File: src/rtl/rx_frame_loader.sv
// rx_frame_loader: packs UART bytes into 24-bit RGB pixels
// and writes them sequentially into BRAM port A.
module rx_frame_loader #(
  parameter int NUM_PIXELS     = 262144,
  parameter int TIMEOUT_CYCLES = 10_020_800
) (
  input  logic        clk,
  input  logic        rst_n,
  input  logic [7:0]  byte_received,
  input  logic        rx_data_ready,
  output logic        en,
  output logic        we,
  output logic [17:0] addr,
  output logic [23:0] din,
  output logic        busy,
  output logic        frame_done,
  output logic        timeout_err
);

  localparam int IW = $clog2(TIMEOUT_CYCLES + 1);
  localparam logic [17:0]   LAST_PIX = 18'(NUM_PIXELS - 1);
  localparam logic [IW-1:0] IDLE_LIM = IW'(TIMEOUT_CYCLES - 1);

  typedef enum logic [1:0] {
    IDLE  = 2'd0,
    RECV  = 2'd1,
    WRITE = 2'd2
  } state_t;

  state_t        state;
  state_t        state_nxt;
  logic [1:0]    idx;
  logic [7:0]    r_q;
  logic [7:0]    g_q;
  logic [17:0]   pix_cnt;
  logic [IW-1:0] idle_cnt;

  logic          accept;
  logic          do_write;
  logic          wr_cycle;
  logic          last_pix;
  logic          tmo;

  assign accept = rx_data_ready;

  // State register.
  always_ff @(posedge clk or negedge rst_n) begin
    if (!rst_n) begin
      state <= IDLE;
    end else begin
      state <= state_nxt;
    end
  end

  // Next-state and per-cycle control decisions.
  always_comb begin
    state_nxt = state;
    do_write  = 1'b0;
    wr_cycle  = 1'b0;
    last_pix  = 1'b0;
    tmo       = 1'b0;
    unique case (state)
      IDLE: begin
        if (accept) begin
          state_nxt = RECV;
        end
      end
      RECV: begin
        if (accept) begin
          if (idx == 2'd2) begin
            state_nxt = WRITE;
            do_write  = 1'b1;
          end
        end else if (idle_cnt == IDLE_LIM) begin
          state_nxt = IDLE;
          tmo       = 1'b1;
        end
      end
      WRITE: begin
        wr_cycle = 1'b1;
        last_pix = (pix_cnt == LAST_PIX);
        if (accept) begin
          state_nxt = RECV;
        end else if (last_pix) begin
          state_nxt = IDLE;
        end else begin
          state_nxt = RECV;
        end
      end
      default: begin
        state_nxt = IDLE;
      end
    endcase
  end

  // Byte assembly: byte index and held R/G bytes.
  always_ff @(posedge clk or negedge rst_n) begin
    if (!rst_n) begin
      idx <= 2'd0;
      r_q <= 8'd0;
      g_q <= 8'd0;
    end else if (accept) begin
      if (idx == 2'd0) begin
        r_q <= byte_received;
      end
      if (idx == 2'd1) begin
        g_q <= byte_received;
      end
      idx <= (idx == 2'd2) ? 2'd0 : idx + 2'd1;
    end else if (tmo) begin
      idx <= 2'd0;
    end
  end

  // Pixel address counter; wraps at the end of a frame.
  always_ff @(posedge clk or negedge rst_n) begin
    if (!rst_n) begin
      pix_cnt <= 18'd0;
    end else if (tmo) begin
      pix_cnt <= 18'd0;
    end else if (wr_cycle) begin
      pix_cnt <= last_pix ? 18'd0 : pix_cnt + 18'd1;
    end
  end

  // Idle counter: only runs while a frame is in progress.
  always_ff @(posedge clk or negedge rst_n) begin
    if (!rst_n) begin
      idle_cnt <= '0;
    end else if (accept || state_nxt == IDLE) begin
      idle_cnt <= '0;
    end else begin
      idle_cnt <= idle_cnt + IW'(1);
    end
  end

  // BRAM port and status outputs, all registered.
  always_ff @(posedge clk or negedge rst_n) begin
    if (!rst_n) begin
      en          <= 1'b0;
      we          <= 1'b0;
      addr        <= 18'd0;
      din         <= 24'd0;
      busy        <= 1'b0;
      frame_done  <= 1'b0;
      timeout_err <= 1'b0;
    end else begin
      en          <= do_write;
      we          <= do_write;
      busy        <= (state_nxt != IDLE);
      frame_done  <= wr_cycle && last_pix;
      timeout_err <= tmo;
      if (do_write) begin
        addr <= pix_cnt;
        din  <= {r_q, g_q, byte_received};
      end
    end
  end

endmodule
File: config.mk
export PLATFORM = sky130hd
export DESIGN_NAME = rx_frame_loader
export DESIGN_NICKNAME = d
export VERILOG_FILES = /design/src/rtl/rx_frame_loader.sv
export SDC_FILE = /design/constraint.sdc
export NUM_CORES = 1
export LEC_CHECK = 0
export BUFFER_PORTS_ARGS = -buffer_cell sky130_fd_sc_hd__buf_4
export CELL_PAD_IN_SITES_DETAIL_PLACEMENT = 1
export CELL_PAD_IN_SITES_GLOBAL_PLACEMENT = 1
export CORE_MARGIN = 2
export CORE_UTILIZATION = 41
export CTS_CLUSTER_SIZE = 16
export DETAILED_ROUTE_END_ITERATION = 10
export PLACE_DENSITY = 0.75
export RECOVER_POWER = 100
export SETUP_SLACK_MARGIN = 0.2
export SLEW_MARGIN = 30
export SYNTH_ARGS = -nofsm -noshare
export SYNTH_HDL_FRONTEND = slang
export SYNTH_SLANG_ARGS = --single-unit
File: constraint.sdc
create_clock -name clk -period 1.9 [get_ports clk]
set_input_delay 0.38 -clock clk [delete_from_list [all_inputs] [get_ports clk]]
set_output_delay 0.38 -clock clk [all_outputs]
set_load 0.1 [all_outputs]
# After elaboration in Yosys (flattened, before gate mapping)
# Index checks and enable logic that the tools add are counted.
[word_totals] regBits=108 in_bits=11 elab_cells=53
[classes] addsub=3 n_eq_ne=6 mux=22 reduce_logical=10
[ops] cell="$mux 18" count=3
[ops] cell="$add 24x1->24 const B" count=1
[ops] cell="$eq 24x24->1 const B" count=1
[ops] cell="$mux 24" count=1
[ops] cell="$add 18x1->18 const B" count=1
[ops] cell="$eq 18x18->1 const B" count=1
[ops] cell="$mux 2" count=7
[ops] cell="$mux 1" count=10
[ops] cell="$logic_not 2->1" count=3
[ops] cell="$pmux 2 s3" count=1
[ops] cell="$reduce_bool 2->1" count=3
[ops] cell="$eq 2x1->1 const B" count=2
[ops] cell="$eq 2x2->1 const B" count=2
[ops] cell="$reduce_and 2->1" count=2
[ops] cell="$add 2x1->2 const B" count=1
[ops] cell="$logic_and 1x1->1" count=1
[ops] cell="$logic_or 1x1->1" count=1

# Logic depth before layout (Yosys ltp)
# Gate-level depths: netlist (run 1).
[depth] depth_word=7 mapped_depth=7

# Worst setup path after synthesis (run 1)
# Ideal clock, no wire load.
[synth_path] path_kind="reg2reg" start="register idle_cnt[0]" end="register idle_cnt[20]" setup_ps=94 arrival_time_ps=1710 slack_ps=96 path_stages_with_launch=6 path_buffers=0 cell_sequence="dfrtp_1 ha_1 and4_4 nand3_4 or4_1 a221oi_2"
[synth_between] elab_chain_cells=7
[synth_lines] element="start, declared" line="36" text="logic [IW-1:0] idle_cnt;"
[synth_lines] element="start signal, assigned" line="133" text="idle_cnt <= idle_cnt + IW'(1);"
[synth_lines] element="$eq 24x24->1" line="74" text="end else if (idle_cnt == IDLE_LIM) begin"
[synth_lines] element="$mux 2" line="74"
[synth_lines] element="$mux 2" line="69" text="if (accept) begin"
[synth_lines] element="$pmux 2 s3" line="62" text="unique case (state)"
[synth_lines] element="$logic_not 2->1" line="130" text="end else if (accept || state_nxt == IDLE) begin"
[synth_lines] element="$logic_or 1x1->1" line="130"
[synth_lines] element="$mux 24 *" line="130"
# Every way passes the cells marked *; elsewhere a longest branch is shown, timed or not.
# A chain may end at the register's enable or synchronous reset.

# Worst setup path in the final report (run 1)
[layout_path] start="register idle_cnt[1]" end="register idle_cnt[20]"
# Same word-level chain as after synthesis.

==> metrics.yaml, run 1 <==
pwr-share-seq: 0.327
routed_via_density: 5.643
hold_viol: 0
critPathRequiredTime_ns: 2.17
synth_edf_count: 0
worst_hold_path_type: "in2reg"
io_pins: 58
fp.coreArea_sq_mm: 0.01186
relSlewSlack: 0.3870
h-tree-depth: 3
r2r_setup_slack_ns: 0.09
fill_cells: 1297
yosysWarnings: 0
maxCapViolCount: 0
synth_seq_cells: 108
rows: 40
crit_path_end_kind: "flop"
layout.nets: 589
routed_wl_um: 13890
gp_congestion: 0.8314
cts_buffer_depth: 2
crit_fanout: 8
drive_gt1_frac: 0.3236
grt_pass1_vias: 4326
drtIter0Drc: 263
p_clk_frac: 0.173
die_y_um: 113.6
min_from: "byte_received[6]"
p_int_mw: 5.342
hpwl_um: 8423
vias: 4108
worstHoldEndpoint: "din[6]"
tritoncts: "done"
startpoint: "idle_cnt[1]"
max_freq_ghz: 0.5513
start_util: 0.4151
async_flop_share: 1.000
ant_nets: 0
fin_crit_sh: 0.9546
grt_max_degree: 45
die-area_sq_mm: 0.01290
tightest_slew_ns: 0.9195
die_w_um: 113.6
status: "finished clean"
period_minus_slack_ns: 1.814
syn_nets: 490
numCtsBuffers: 9
whs_ns: 0.2266
cts-root-buf: "clkbuf_16"
syn-instance-count: 477
ys_types: 55
critical_path_class: "reg2reg"
synth_area_sq_mm: 0.004923
net-switching-power_mw: 6.139
drv_slew: 0
portBuffers: 57
rsz0062_at_grt: "true"
swShare: 0.5347
leakage_nw: 2.833
drc_errors: 0
slowest_stage: "or4_4"
antenna_found_initial: 0
clock-sinks: 108
final.setup.tns_ns: 0
antenna_cells: 0
reg2regPathDepth: 5
area_growth_pct: 25.69
synth_area_per_cell_sq_um: 10.32
irDropWorstVdd_mv: 1.142
overflow: 0
synth_flop_cell: "dfrtp_1"
whs_path_depth: 3
r2r-start: "idle_cnt[1]"
clk_pin_slew_ns: 0.08
clk_latency_ns: 0.36
wl_per_cell_um: 19.08
critPathMaxStageDelay_ns: 0.56
yosysSeqAreaShare: 0.5489
crit_path_start_kind: "flop"
path_cells: "ha_4 > and4_4 > nand3_2 > or4_4 > a221oi_2"
combPwrFrac: 0.500
setup_violations: 0
grt_use_total: 0.2176
fin_worst_skew_ns: 0.008099
firstDrtPassIters: 4
critical_path.reg2reg.endpoint: "idle_cnt[20]"
crit_arrival_ns: 2.08
grt_pass1_wl_um: 22140
power.density_mw_per_mm2: 1855
## power by group through the flow
stage | clock [mW] | sequential [mW] | combinational [mW]
after floorplan | 0 | 6.80 | 1.38
after global placement | 0 | 3.78 | 5.71
after detailed placement | 0 | 3.83 | 5.81
after CTS | 2.03 | 3.76 | 6.03
after global routing | 2.09 | 3.87 | 6.05
final | 1.99 | 3.75 | 5.74
## cells by family after synthesis
| group | after synthesis | synth area share |
|---|---|---|
| flip-flops | 108 | 0.5489 |
| multiplexers | 17 | 0.03863 |
| adder cells (fa/ha/maj) | 2 | 0.005082 |
| AND/OR/NAND/NOR | 212 | 0.2219 |
| AO/OA/AOI/OAI | 79 | 0.1154 |
| buffers and inverters | 43 | 0.04167 |
| XOR/XNOR | 16 | 0.02846 |
## critical path, delay by kind of cell, from the launching register on
| kind | cells | cell delay [ns] |
|---|---|---|
| fa+ha+maj | 1 | 0.16 |
| flops | 1 | 0.40 |
| simple gates | 3 | 0.95 |
| compound gates | 1 | 0.22 |
## per-stage QoR
stage / instance area, sq um / power (mW) / util / instances / setup WS [ns]
2_1_floorplan: 4946 / 8.185 / - / 477 / 0.1694
3_3_place_gp: 5665 / 9.482 / 0.4776 / 681 / 0.1160
3_5_place_dp: 5665 / 9.632 / 0.4776 / 681 / 0.05706
4_1_cts: 6215 / 11.82 / 0.5239 / 719 / 0.1931
5_1_grt: 6188 / 12.02 / 0.5217 / 728 / 0.04378
6_report: 6188 / 11.48 / 0.5217 / 728 / 0.08625
## flip-flops by register name, indices dropped and copies added (netlist names)
register	count
state	2
addr	18
idx	2
idle_cnt	24
g_q	8
din	24
r_q	8
timeout_err	1
busy	1
pix_cnt	18
frame_done	1
we	1
## layout by cell type, fill, tap and decap left out, types with 9 or more instances in the layout
cell       instances
a211oi_1          15
or3_1             11
xor2_1            13
o21ai_0           19
nand4_1           12
dfrtp_2            9
o211ai_1          12
nand3_1           23
mux2_2            16
buf_4             51
clkbuf_2          50
dfrtp_1           99
nand2_1          117
inv_1             16
clkbuf_16          9
## worst max path at each step
stage / to / slack, ns / depth (start not counted)
finish: idle_cnt[20] / 0.09 / 5
global route: idle_cnt[20] / 0.04 / 5
CTS: idle_cnt[20] / 0.19 / 5
detailed placement: idle_cnt[23] / 0.06 / 4
global placement: idle_cnt[20] / 0.12 / 5
floorplan: idle_cnt[20] / 0.17 / 5
## per-layer routing
| layer | vias up | track usage | share of wire |
|---|---|---|---|
| li1 | 1894 | - | - |
| met1 | 2112 | 0.2642 | 0.42 |
| met2 | 76 | 0.3824 | 0.52 |
| met3 | 26 | 0.03719 | 0.028 |
| met4 | 0 | 0.09350 | 0.025 |
| met5 | - | 0 | 0 |
## what timing repair did
item,CTS,global route
hold endpoints to repair,29,0
setup endpoints to repair,39,47
hold buffers,1,0
pin swaps,11,9
setup buffers,21,9
resized for setup,18,23
## final cells by class
cell class                      count  area (sq um)  area share
Sequential cell                   108          2714      0.4385
Multi-Input combinational cell    326          2140      0.3457
Timing Repair Buffer              114         780.7      0.1262
Clock buffer                       10         229.0     0.03700
Tap cell                          147         183.9     0.02972
Clock inverter                      6         77.57     0.01254
Inverter                           17         63.81     0.01031
## synth_stat cells, drive strengths merged, types with 2 or more instances
library cell	number	area [sq um]
nand2b	2	12.51
a31oi	3	18.77
nand2	117	439.2
nand4	16	125.1
o22ai	2	12.51
xor2	13	113.9
o2111ai	3	26.28
a221oi	9	103.9
o31ai	6	45.04
inv	16	60.06
and4	8	76.32
nand3	26	142.6
mux2	16	180.2
a21oi	5	25.02
nor2b	2	12.51
and2	5	32.53
and3	4	26.28
nor3	3	15.01
a211oi	15	112.6
o211ai	12	90.09
or3	11	68.82
buf	10	71.31
dfrtp	108	2703
clkbuf	16	70.06
or4	7	60.06
nor4	2	12.51
o21ai	22	117.6
xnor2	3	26.28
ha	2	25.02
nor2	2	7.510
Note: power is estimated with default switching activity, not from simulation.
==> run 2, diff against run 1 <==
SETUP_SLACK_MARGIN = unset   (was 0.2)
==> run 2 against run 1 <==
Fmax is 2.0% lower. First-iteration DRC count shrank 41%. Non-clock buffer count fell by 27. Die area did not move. Cell count is 3.7% lower. Wire length shrank 12%. Sequential share of layout area up 2.3 points. Register-to-register slack got worse by 0.04 ns. Critical endpoint is now idle_cnt[4]. Highest routed layer unchanged.
==> metrics.yaml, run 2 (synthesized netlist as in run 1, its figures left out) <==
reg_top3: "din x24, idle_cnt x24"
die_y_um: 113.6
post-route-util: 0.4942
antenna_cells: 0
gp_congestion: 0.8024
fin_crit_sh: 0.9744
reg2regPathDepth: 5
period_minus_slack_ns: 1.851
routed_wl_um: 12210
cp.depth: 5
tritoncts: "done"
clk_pin_slew_ns: 0.08
final.setup.worst_slack_ns: 0.04861
crit_path_start_kind: "flop"
path_cells: "nor4bb_2 > nand4_1 > o21ai_4 > buf_4 > a211oi_1"
antenna_found_initial: 0
whs_path_depth: 3
r2r_setup_slack_ns: 0.05
maxCapViolCount: 0
status: "finished clean"
firstDrtPassIters: 4
final.setup.tns_ns: 0
critical_path_class: "reg2reg"
critPathRequiredTime_ns: 2.13
fp.coreArea_sq_mm: 0.01186
die_w_um: 113.6
fin_area_sq_mm: 0.005862
path_delay_family: "simple AND/OR/NAND/NOR gates"
drv_slew: 0
crit_fanout: 9
grt_pass1_vias: 4114
cts_buffer_depth: 2
tightest_slew_ns: 0.6653
critical_path.reg2reg.endpoint: "idle_cnt[4]"
start_util: 0.4151
final_common_cell: "nand2_1"
wl_per_cell_um: 17.41
mostFrequentLayoutCells: "117 x nand2_1, 108 x dfrtp_1, 48 x clkbuf_2"
overflow: 0
fin_worst_skew_ns: 0.008251
die-area_sq_mm: 0.01290
crit_path_end_kind: "flop"
postPlaceCellArea_sq_mm: 0.005677
r2r-start: "idle_cnt[12]"
grt_use_total: 0.2009
worstHoldEndpoint: "din[5]"
routed_via_density: 5.519
area_growth_pct: 19.06
multi_input_area_sq_mm: 0.002041
pre_cts_slack_ns: 0.05033
critPathMaxStageDelay_ns: 0.43
timing.critical_path.buf_inv: 1
clock-sinks: 108
drc_errors: 0
fill_cells: 1349
numCtsBuffers: 9
io_pins: 58
grt_pass1_wl_um: 20720
max_freq_ghz: 0.5401
clk_latency_ns: 0.36
worst_hold_path_type: "in2reg"
drtIter0Drc: 154
ant_nets: 0
hpwl_um: 8287
relSlewSlack: 0.5562
setup_violations: 0
seqCellArea_sq_mm: 0.002703
grt_max_degree: 54
hold_viol: 0
portBuffers: 57
layout.nets: 562
h-tree-depth: 3
drive_gt1_frac: 0.2527
startpoint: "idle_cnt[12]"
rows: 40
min_from: "byte_received[5]"
vias: 3869
slowest_stage: "dfrtp_1"
crit_arrival_ns: 2.09
cts-root-buf: "clkbuf_16"
run 2: metal layers:
layer	GRT usage	vias to the layer above	part of all wire
met5	0	-	0
met4	0.05935	0	0.015
met3	0.04516	13	0.030
met2	0.3473	55	0.52
met1	0.2535	1962	0.44
li1	-	1839	-
run 2: final cells by class:
class                           instances  share of cell area
Clock buffer                           10             0.04077
Inverter                               17             0.01089
Multi-Input combinational cell        326              0.3481
Timing Repair Buffer                   87             0.09712
Tap cell                              147             0.03138
Sequential cell                       108              0.4610
Clock inverter                          6             0.01067
run 2: per-stage QoR:
step	hold slack (ns)	cells
floorplan	0.08441	477
global placement	0.3219	682
detailed placement	0.3313	682
CTS	0.2133	699
global route	0.2383	701
finish	0.2275	701
run 2: worst max path at each step:
stage / slack, ns / endpoint
3_3_place_gp: 0.13 / idle_cnt[23]
5_1_grt: -0.05 / idle_cnt[7]
3_5_place_dp: 0.05 / idle_cnt[23]
4_1_cts: 0.04 / pix_cnt[14]
6_report: 0.05 / idle_cnt[4]
2_1_floorplan: 0.1 / idle_cnt[20]
run 2: what timing repair did:
| item | 4_1_cts | 5_1_grt |
|---|---|---|
| gates resized for setup | 0 | 5 |
| buffers inserted | 0 | 2 |
| setup endpoints to repair | 0 | 25 |
| hold buffers | 1 | 0 |
| hold endpoints to repair | 25 | 0 |
run 2: worst min-delay path, cell delays in order:
cell and delay [ns]:
buf_4 0.09, nand2_1 0.04, nand2_1 0.04
Power of run 2 is not shown: default switching activity piles up to over one toggle a cycle in this logic, so the estimate is an artifact.
